===== config.mk =====
export PLATFORM = sky130hd
export DESIGN_NAME = pir_occupancy_detector
export DESIGN_NICKNAME = d
export VERILOG_FILES = /design/src/rtl/smart_store_pkg.sv /design/src/rtl/sync_debounce.sv /design/src/rtl/pir_occupancy_detector.sv
export SDC_FILE = /design/constraint.sdc
export NUM_CORES = 1
export LEC_CHECK = 0
export BUFFER_PORTS_ARGS = -buffer_cell sky130_fd_sc_hd__buf_2
export CAP_MARGIN = 10
export CORE_MARGIN = 8
export CORE_UTILIZATION = 50
export DETAILED_ROUTE_END_ITERATION = 8
export GPL_TIMING_DRIVEN = 1
export PLACE_DENSITY_LB_ADDON = 0.3
export SYNTH_ARGS = -nofsm -noshare
export SYNTH_HDL_FRONTEND = slang
export SYNTH_SLANG_ARGS = --single-unit

===== constraint.sdc =====
create_clock -name clk -period 1.9 [get_ports clk]
set_clock_uncertainty 0.1 [all_clocks]
set_input_delay 0.475 -clock clk [delete_from_list [all_inputs] [get_ports clk]]
set_output_delay 0.475 -clock clk [all_outputs]
set_load 0.05 [all_outputs]

===== src/rtl/smart_store_pkg.sv =====
// Shared smart-store definitions: occupancy FSM states and default timing constants.
// Revision: 1.0
`default_nettype none
`timescale 1ns/1ps

package smart_store_pkg;

  typedef enum logic [1:0] {
    ST_WARMUP = 2'd0,
    ST_IDLE   = 2'd1,
    ST_ACTIVE = 2'd2,
    ST_HOLD   = 2'd3
  } occ_state_t;

  localparam int DEF_DEBOUNCE_CYCLES = 4;
  localparam int DEF_HOLD_CYCLES     = 16;
  localparam int DEF_WARMUP_CYCLES   = 8;
  localparam int DEF_COUNT_W         = 8;

  // Bits needed for a counter that runs 0 .. n-1 (never zero width).
  function automatic int cnt_width(input int n);
    return (n < 2) ? 1 : $clog2(n);
  endfunction

endpackage

`default_nettype wire


===== src/rtl/sync_debounce.sv =====
// Two-flop synchroniser followed by a consecutive-sample debouncer.
// Revision: 1.0
`default_nettype none
`timescale 1ns/1ps

module sync_debounce
  import smart_store_pkg::*;
#(
  parameter int DEBOUNCE_CYCLES = DEF_DEBOUNCE_CYCLES
) (
  input  logic clk,
  input  logic reset,
  input  logic din,
  output logic db
);

  localparam int CW = cnt_width(DEBOUNCE_CYCLES);

  logic          s1;
  logic          s2;
  logic [CW-1:0] cnt;

  // db flips on the DEBOUNCE_CYCLES-th consecutive disagreeing sample.
  always_ff @(posedge clk or posedge reset) begin
    if (reset) begin
      s1  <= 1'b0;
      s2  <= 1'b0;
      db  <= 1'b0;
      cnt <= '0;
    end else begin
      s1 <= din;
      s2 <= s1;
      if (s2 != db) begin
        if (cnt == CW'(DEBOUNCE_CYCLES - 1)) begin
          db  <= s2;
          cnt <= '0;
        end else begin
          cnt <= cnt + CW'(1);
        end
      end else begin
        cnt <= '0;
      end
    end
  end

endmodule

`default_nettype wire


===== src/rtl/pir_occupancy_detector.sv =====
// PIR front end: warm-up masking, retriggerable occupancy hold, motion pulse and event count.
// Revision: 1.0
`default_nettype none
`timescale 1ns/1ps

module pir_occupancy_detector
  import smart_store_pkg::*;
#(
  parameter int DEBOUNCE_CYCLES = DEF_DEBOUNCE_CYCLES,
  parameter int HOLD_CYCLES     = DEF_HOLD_CYCLES,
  parameter int WARMUP_CYCLES   = DEF_WARMUP_CYCLES,
  parameter int COUNT_W         = DEF_COUNT_W
) (
  input  logic               clk,
  input  logic               reset,
  input  logic               pir_raw,
  input  logic               clear_count,
  output logic               pir,
  output logic               motion_pulse,
  output logic               warming,
  output logic [COUNT_W-1:0] event_count
);

  localparam int HW = cnt_width(HOLD_CYCLES);
  localparam int WW = cnt_width(WARMUP_CYCLES);

  logic               db;
  occ_state_t         state;
  occ_state_t         state_nx;
  logic [HW-1:0]      hold_cnt;
  logic [HW-1:0]      hold_nx;
  logic [WW-1:0]      warm_cnt;
  logic [WW-1:0]      warm_nx;
  logic               start;
  logic [COUNT_W-1:0] count_nx;

  sync_debounce #(
    .DEBOUNCE_CYCLES(DEBOUNCE_CYCLES)
  ) u_sync_debounce (
    .clk  (clk),
    .reset(reset),
    .din  (pir_raw),
    .db   (db)
  );

  always_comb begin
    state_nx = state;
    hold_nx  = hold_cnt;
    warm_nx  = warm_cnt;
    start    = 1'b0;
    case (state)
      ST_WARMUP: begin
        if (warm_cnt == WW'(WARMUP_CYCLES - 1)) begin
          warm_nx = '0;
          if (db) begin
            state_nx = ST_ACTIVE;
            start    = 1'b1;
          end else begin
            state_nx = ST_IDLE;
          end
        end else begin
          warm_nx = warm_cnt + WW'(1);
        end
      end
      ST_IDLE: begin
        if (db) begin
          state_nx = ST_ACTIVE;
          start    = 1'b1;
        end
      end
      ST_ACTIVE: begin
        if (!db) begin
          state_nx = ST_HOLD;
          hold_nx  = '0;
        end
      end
      ST_HOLD: begin
        // Retrigger takes priority over hold expiry.
        if (db) begin
          state_nx = ST_ACTIVE;
          start    = 1'b1;
        end else if (hold_cnt == HW'(HOLD_CYCLES - 1)) begin
          state_nx = ST_IDLE;
        end else begin
          hold_nx = hold_cnt + HW'(1);
        end
      end
      default: state_nx = ST_WARMUP;
    endcase

    count_nx = event_count;
    if (clear_count) begin
      count_nx = '0;
    end else if (start && (event_count != {COUNT_W{1'b1}})) begin
      count_nx = event_count + COUNT_W'(1);
    end
  end

  always_ff @(posedge clk or posedge reset) begin
    if (reset) begin
      state        <= ST_WARMUP;
      hold_cnt     <= '0;
      warm_cnt     <= '0;
      pir          <= 1'b0;
      motion_pulse <= 1'b0;
      warming      <= 1'b1;
      event_count  <= '0;
    end else begin
      state        <= state_nx;
      hold_cnt     <= hold_nx;
      warm_cnt     <= warm_nx;
      pir          <= (state_nx == ST_ACTIVE) || (state_nx == ST_HOLD);
      motion_pulse <= start;
      warming      <= (state_nx == ST_WARMUP);
      event_count  <= count_nx;
    end
  end

endmodule

`default_nettype wire

### Word-level counts from Yosys, hierarchy flattened

Index checks and enable logic that the tools add are counted.

| cells by class | value |
|---|---|
| $add $sub $neg | 4 |
| equal/unequal tests | 13 |
| mux-type cells | 19 |
| reductions and logical operators | 9 |

Operators by type and width:

| cell | number |
|---|---|
| 2-bit two-way mux | 8 |
| 8-bit two-way mux | 2 |
| 4-bit two-way mux | 3 |
| 2-bit equality test, second input constant | 5 |
| 8-bit by 1-bit adder with 8-bit output, second input constant | 1 |
| 8-bit inequality test, second input constant | 1 |
| 2-bit one-hot mux with 4 select lines | 1 |
| 4-bit one-hot mux with 2 select lines | 1 |
| 2-bit inequality test, second input constant | 3 |
| 4-bit by 1-bit adder with 4-bit output, second input constant | 1 |
| 4-bit equality test, second input constant | 1 |
| 2-bit zero test | 2 |
| 4-bit AND reduction | 1 |
| 2-bit nonzero test | 2 |
| 3-bit by 1-bit adder with 3-bit output, second input constant | 1 |
| 3-bit equality test, second input constant | 1 |
| 3-bit two-way mux | 1 |
| 2-bit by 1-bit adder with 2-bit output, second input constant | 1 |
| 2-bit by 1-bit equality test with 1-bit output, second input constant | 1 |
| 1-bit two-way mux | 2 |
| 1-bit one-hot mux with 2 select lines | 1 |
| 2-bit AND reduction | 1 |
| 2-bit OR reduction | 1 |
| 1-bit logical AND | 1 |
| 2 further kinds | 2 |

| storage, ports and cells | value |
|---|---|
| flip-flop bits (word level) | 25 |
| input bits | 4 |
| output and inout port bits | 11 |

### Depth between registers and ports, before layout

Gate-level depths: netlist of run 1.

| depth | value |
|---|---|
| depth after elaboration | 6 |
| mapped depth | 7 |

### By module

A second synthesis of run 1 with hierarchy kept.

| second synthesis, totals | value |
|---|---|
| cell total of the unflattened synthesis | 105 |
| area, all modules | 1,167.4 µm² |

By module, submodules not included:

| module | times used | cells each | area an instance (µm²) | sequential area each (µm²) |
|---|---|---|---|---|
| pir_occupancy_detector | 1 | 94 | 989.7 | 476.7 |
| sync_debounce | 1 | 11 | 177.7 | 125.1 |

### Worst setup path before layout of run 1

Ideal clock, no wire load.

| path | value |
|---|---|
| kind | reg-to-reg |
| start point | register event_count[0] |
| end point | register event_count[4] |
| setup time | 94 ps |
| arrival | 1,656 ps |
| slack | 50 ps |
| cell stages (with the launch flop) | 6 |
| buffers on the path | 0 |
| clock period less this slack | 1,850 ps |
| path through | dfrtp_1 -> ha_1 -> nand3_1 -> a21oi_1 -> a21oi_1 -> a211oi_1 |

| between the ends | value |
|---|---|
| word-level cells in the longest chain between the ends | 3 |
| elaborated cells between the ends (all ways) | 6 |

RTL lines:

| item | RTL line | RTL |
|---|---|---|
| start: declaration | pir_occupancy_detector.sv:21 | `output logic [COUNT_W-1:0] event_count` |
| start signal: assignment | pir_occupancy_detector.sv:115 | `event_count <= count_nx;` |
| 8-bit by 1-bit adder with 8-bit output or 8-bit inequality test (tied branches) | pir_occupancy_detector.sv:95, pir_occupancy_detector.sv:94 |  |
| 8-bit two-way mux or 1-bit logical AND (tied branches) | pir_occupancy_detector.sv:94 | `end else if (start && (event_count != {COUNT_W{1'b1}})) begin` |
| 8-bit two-way mux or 2-bit nonzero test (tied branches) | - |  |

Parallel ways exist; a longest one is shown, timed or not. The select of a mux whose other input is x is not followed.
A chain may end at the register's enable or synchronous reset.

### Final worst setup path of run 1

| path | value |
|---|---|
| start point | register warm_cnt[0] |
| end point | register event_count[0] |

| between the ends | value |
|---|---|
| word-level cells in the longest chain between the ends | 5 |

RTL lines:

| item | RTL line | RTL |
|---|---|---|
| start: declaration | pir_occupancy_detector.sv:32 | `logic [WW-1:0] warm_cnt;` |
| start signal: assignment | pir_occupancy_detector.sv:111 | `warm_cnt <= warm_nx;` |
| 3-bit equality test | pir_occupancy_detector.sv:53 | `if (warm_cnt == WW'(WARMUP_CYCLES - 1)) begin` |
| 1-bit two-way mux | pir_occupancy_detector.sv:53 |  |
| 1-bit one-hot mux with 2 select lines | pir_occupancy_detector.sv:51 | `case (state)` |
| 1-bit logical AND | pir_occupancy_detector.sv:94 |  |
| 2-bit nonzero test (no source line) | - |  |

Every way passes these cells.

==> results.tsv, run 1 <==
metric	value	unit
dpl-instance-area	1260	sq um
drv_slew	0	
cts_buffers	3	
fill_cells	182	
dieArea	4067	sq um
synth-seq-cells	24	
drt_first_pass_iters	4	
p_int	1.065	mW
clkLatencyLatePin	310	ps
p_seq_share	46.2	%
portBuffers	14	
ys_seq_area_share	52.74	%
diodes	0	
cts_max_level	1	
p_comb_share	31.5	%
cts.sinks	24	
start_util	52.08	%
track_usage	12.47	%
synth_ff_type	dfrtp_1	
fin_nets	133	
synthXorXnorAreaFrac	0.7675	%
crit_path_max_fanout	4	
synth-simple-area-share	18.09	%
cts_tree	yes	
final.min_clock_period	1806	ps
ys_async_sr_fraction	100.0	%
vdd_ir_drop_max	0.8635	mV
synthMuxAreaShare	5.154	%
synthAdderAreaFrac	5.482	%
ant_nets	0	
drt_wl_total	2248	um
outcome	completed	
clkSlewWorstSetupHoldPaths	130	ps
drtIter0Drc	52	
crit_type	reg -> reg	
slew_headroom	74.52	%
critPathLaunchType	register	
synth_compound_area_share	15.35	%
wl_per_cell	14.89	um
io_pins	15	
end_kind	register	
yosysUniqueCellTypes	38	
worstMarginPinSlew	382.3	ps
clkPwrFrac	22.2	%
grt_pass1_wl	4084	um
drive_gt1_share	26.83	%
area_growth	15.90	%
fp-row-count	17	
fmax	553.6	MHz
fp.dieW	63.77	um
hpwl	1616	um
crit_arrival	1920	ps
via_count	828	
rsz0062_at_grt	no	
powerDensity	1243	nW/um^2
finalInstanceArea	1323	sq um
avgSynthCellArea	11.08	sq um
holdBufCountCts	0	
p_sw	0.5792	mW
fin_crit_sh	95.07	%
syn_nets	112	
vias_per_cell	5.483	
synth_top_family_by_area	simple AND/OR/NAND/NOR gates	
max-clock-path-buffers	2	
finalHoldViolations	0	
ctsRootBufferMaster	clkbuf_4	
p_total	1.644	mW
worstPathRequired	2020	ps
synth_edf_count	0	
p_leak	0.6539	nW
grt-ovfl-total	0	
drv_cap	0	
synthCells	103	
grt_max_degree	25	
hp-class	in -> async	
chipHeight	63.77	um
place.gp.congestion	0.7483	
syn-cell-area	1141	sq um
setup_tns	0	ps
core-area	2191	sq um
first_global_vias	906	
p_sw_share	35.23	%
drc	0	
setup_violations	0	
synth_warnings	0	
antenna_found_initial	0	
[what timing repair did]
| item | in CTS | in global routing |
|---|---|---|
| setup endpoints to repair | 0 | 3 |
| gates resized for setup | 0 | 1 |
| buffers inserted | 0 | 1 |
[through the flow]
stage / hold WS [ps] / worst slack [ps] / std cells / util (%)
after floorplan: 231.2 / 49.74 / 103 / -
after global placement: 235.3 / 145.7 / 146 / 57.51
after detailed placement: 245.0 / 42.60 / 146 / 57.51
after CTS: 70.37 / 21.26 / 150 / 59.91
after global routing: 82.99 / 21.65 / 151 / 60.37
final: 70.76 / 93.64 / 151 / 60.37
[final timing paths]
check	from	end	slack, ps	cells past startpoint
setup reg to reg	warm_cnt[0]	event_count[0]	90	6
max in group asynchronous	reset	warming	1340	3
min in group clk	pir_raw	u_sync_debounce.s1	150	1
setup / recovery	warm_cnt[0]	event_count[0]	90	6
hold reg to reg	u_sync_debounce.s1	u_sync_debounce.s2	270	0
hold / removal	reset	u_sync_debounce.s1	70	3
[layout make-up]
cell class	instances	area [sq um]	share of cell area, %
Tap cell	28	35.03	2.649
Timing Repair Buffer	18	100.1	7.569
Inverter	5	18.77	1.419
Clock buffer	3	22.52	1.703
Clock inverter	1	30.03	2.271
Sequential cell	24	601.8	45.51
Multi-Input combinational cell	72	514.2	38.88
[layout by cell type, fill, tap and decap left out, types with 4 or more instances in the layout]
cell,instances
dfrtp_1,23
buf_2,14
nand2_1,8
a21oi_1,7
nor2_1,6
inv_1,5
o21ai_0,5
nand3_1,4
ha_1,4
buf_4,4
[registers in the layout, indices dropped and copies added, names as in the netlist]
signal               flops
event_count              8
hold_cnt                 4
warm_cnt                 3
u_sync_debounce.cnt      2
motion_pulse             1
pir                      1
state                    1
u_sync_debounce.db       1
u_sync_debounce.s1       1
u_sync_debounce.s2       1
warming                  1
[kinds of logic after synthesis]
| logic type | Yosys count |
|---|---|
| and+or+nand+nor | 36 |
| AOI/OAI and AO/OA | 25 |
| DFF | 24 |
| buffers and inverters | 7 |
| muxes | 5 |
| adders and majority gates | 5 |
| xor gates and xnor gates | 1 |
[cells in the mapped netlist (all sizes together) (2+ instances only)]
cell type	n	share of area, %
a21oi	8	3.8
and2	2	1.1
dfrtp	23	50
nand2b	3	2.3
o21ai	5	2.2
nand2	9	3.2
ha	5	5.5
nor3	4	2.7
nor2b	2	1.1
mux2	4	4.3
nor2	6	2.0
inv	5	1.6
nand3	4	1.8
a31oi	4	3.5
buf	2	0.77
nand4	2	1.1
[power by group through the flow]
stage,clock network [mW],logic (mW),registers [mW]
2_1_floorplan,0,0.332,0.810
3_3_place_gp,0,0.473,0.759
3_5_place_dp,0,0.502,0.772
4_1_cts,0.378,0.505,0.761
5_1_grt,0.397,0.592,0.784
6_report,0.365,0.519,0.760
[critical path: stages (launching register included)]
cell and delay (ps):
dfrtp_1 370, ha_1 150, ha_2 240, nand2b_4 70
a21bo_1 250, a31oi_4 200, mux2_4 320
[metal layers]
metal / GRT usage (%) / wire [um] / vias up
met4: 6.128 / 30 / 0
met2: 20.28 / 1105 / 19
met3: 4.355 / 92 / 4
met1: 14.35 / 1020 / 396
li1: - / - / 409
met5: 0 / 0 / -
Power figures use the tool's default switching activity.
==> run 2, diff against run 1 <==
- PLACE_DENSITY: unset -> 0.81
- PLACE_DENSITY_LB_ADDON: 0.3 -> unset
- SKIP_LAST_GASP: unset -> 1
==> run 2 against run 1 <==
  * Worst hold slack better by 16 ps
  * Design area is 1.5% lower
  * Worst setup slack better by 10 ps
  * Die area stayed put
  * Routed wire length is 12% lower
  * First-iteration DRC count is 29% lower
  * Critical endpoint unchanged
  * Combinational power is 5.0% lower
  * Final cell count is 0.66% lower
  * Critical path type unchanged
  * Sequential power is 0.5% lower
==> results.tsv, run 2 (synthesis gave the netlist of run 1 again) <==
metric	value	unit
outcome	completed	
cts_setup_buffers	0	
slew_headroom	80.06	%
ctsRootBufferMaster	clkbuf_4	
critPathLaunchType	register	
final_cell_mix	dfrtp_1, buf_2, nand2_1	
worstPathRequired	2000	ps
setup_tns	0	ps
drc	0	
final_common_cell	dfrtp_1	
crit_type	reg -> reg	
clkSlewWorstSetupHoldPaths	130	ps
p_seq_share	50.2	%
dpl-instance-area	1260	sq um
p_sw_share	36.67	%
largest_register_ffs	8	
dieArea	4067	sq um
end_kind	register	
io_pins	15	
final.min_clock_period	1796	ps
antenna_found_initial	0	
start_util	52.08	%
cts_tree	yes	
chipHeight	63.77	um
p_leak	0.6417	nW
wl_per_cell	13.16	um
core-area	2191	sq um
cts_buffers	3	
drt_first_pass_iters	4	
vdd_ir_drop_max	0.6421	mV
cts.sinks	24	
max-clock-path-buffers	2	
clkLatencyLatePin	300	ps
area_growth	14.14	%
holdBufCountCts	0	
portBuffers	14	
drive_gt1_share	27.05	%
powerDensity	1158	nW/um^2
track_usage	10.21	%
grt_max_degree	25	
fp.dieW	63.77	um
fin_nets	132	
drv_cap	0	
clkPwrFrac	17.1	%
p_comb_share	32.7	%
final_util	59.45	%
fp-row-count	17	
p_int	0.9550	mW
worstMarginPinSlew	299.1	ps
rsz0062_at_grt	no	
diodes	0	
setup_violations	0	
hpwl	1565	um
largest-register	event_count	
reg_top3	event_count x8, hold_cnt x4, warm_cnt x3	
grt-ovfl-total	0	
first_global_vias	835	
drtIter0Drc	37	
fmax	556.8	MHz
place.gp.congestion	0.7900	
fill_cells	187	
cts_resized	0	
ant_nets	0	
p_sw	0.5531	mW
grt_pass1_wl	3519	um
fin_crit_sh	94.52	%
drv_slew	0	
crit_path_max_fanout	4	
hp-class	in -> async	
crit_arrival	1900	ps
drt_wl_total	1974	um
finalInstanceArea	1303	sq um
via_count	832	
cts_max_level	1	
finalHoldViolations	0	
vias_per_cell	5.547	
## run 2: changes by cell type in the layout (fill, tap and decap cells not counted)
cell and change:
a21oi_1 -1, a21oi_2 +1, buf_4 -1, bufinv_16 -1, clkbuf_8 +1
## run 2: power groups by stage
stage,clock network (mW),logic (mW),registers (mW)
CTS,0.267,0.500,0.758
global route,0.282,0.556,0.780
detailed placement,0,0.497,0.768
global placement,0,0.469,0.758
floorplan,0,0.332,0.810
finish,0.258,0.493,0.756
## run 2: worst max-delay path, stage by stage (launching register included)
cell and delay [ps]:
dfrtp_1 390, ha_1 170, ha_2 230, nand2b_4 80
a21bo_1 230, a31oi_4 190, mux2_4 310
## run 2: per-layer routing
layer / track usage, % / part of all wire [%] / vias to the layer above / wire length (um)
li1: - / - / 410 / -
met1: 11.25 / 46 / 406 / 904
met2: 19.26 / 50 / 16 / 992
met3: 3.310 / 4.0 / 0 / 78
met4: 0.8357 / 0 / 0 / 0
met5: 0 / 0 / - / 0
## run 2: area by class of cell
type	count	area [sq um]	share of cell area (%)
Sequential cell	24	601.8	46.21
Multi-Input combinational cell	72	518.0	39.77
Timing Repair Buffer	17	92.59	7.109
Clock buffer	4	36.28	2.786
Tap cell	28	35.03	2.690
Inverter	5	18.77	1.441
## run 2: per-stage QoR
step	hold WS [ps]	setup slack (ps)	cells	total power [mW]
2_1_floorplan	231.2	49.74	103	1.143
3_3_place_gp	233.2	151.4	146	1.227
6_report	86.81	104.0	150	1.508
5_1_grt	101.8	10.67	150	1.619
3_5_place_dp	236.5	79.20	146	1.266
4_1_cts	88.59	65.35	150	1.524
## run 2: worst paths after layout
kind,slack [ps],cells after the start,end,startpoint
min in group clk,170,1,u_sync_debounce.s1,pir_raw
max in group asynchronous,1330,3,warming,reset
max reg2reg,100,6,event_count[0],warm_cnt[0]
max,100,6,event_count[0],warm_cnt[0]
min,90,3,event_count[5],reset
min reg2reg,260,0,u_sync_debounce.s2,u_sync_debounce.s1
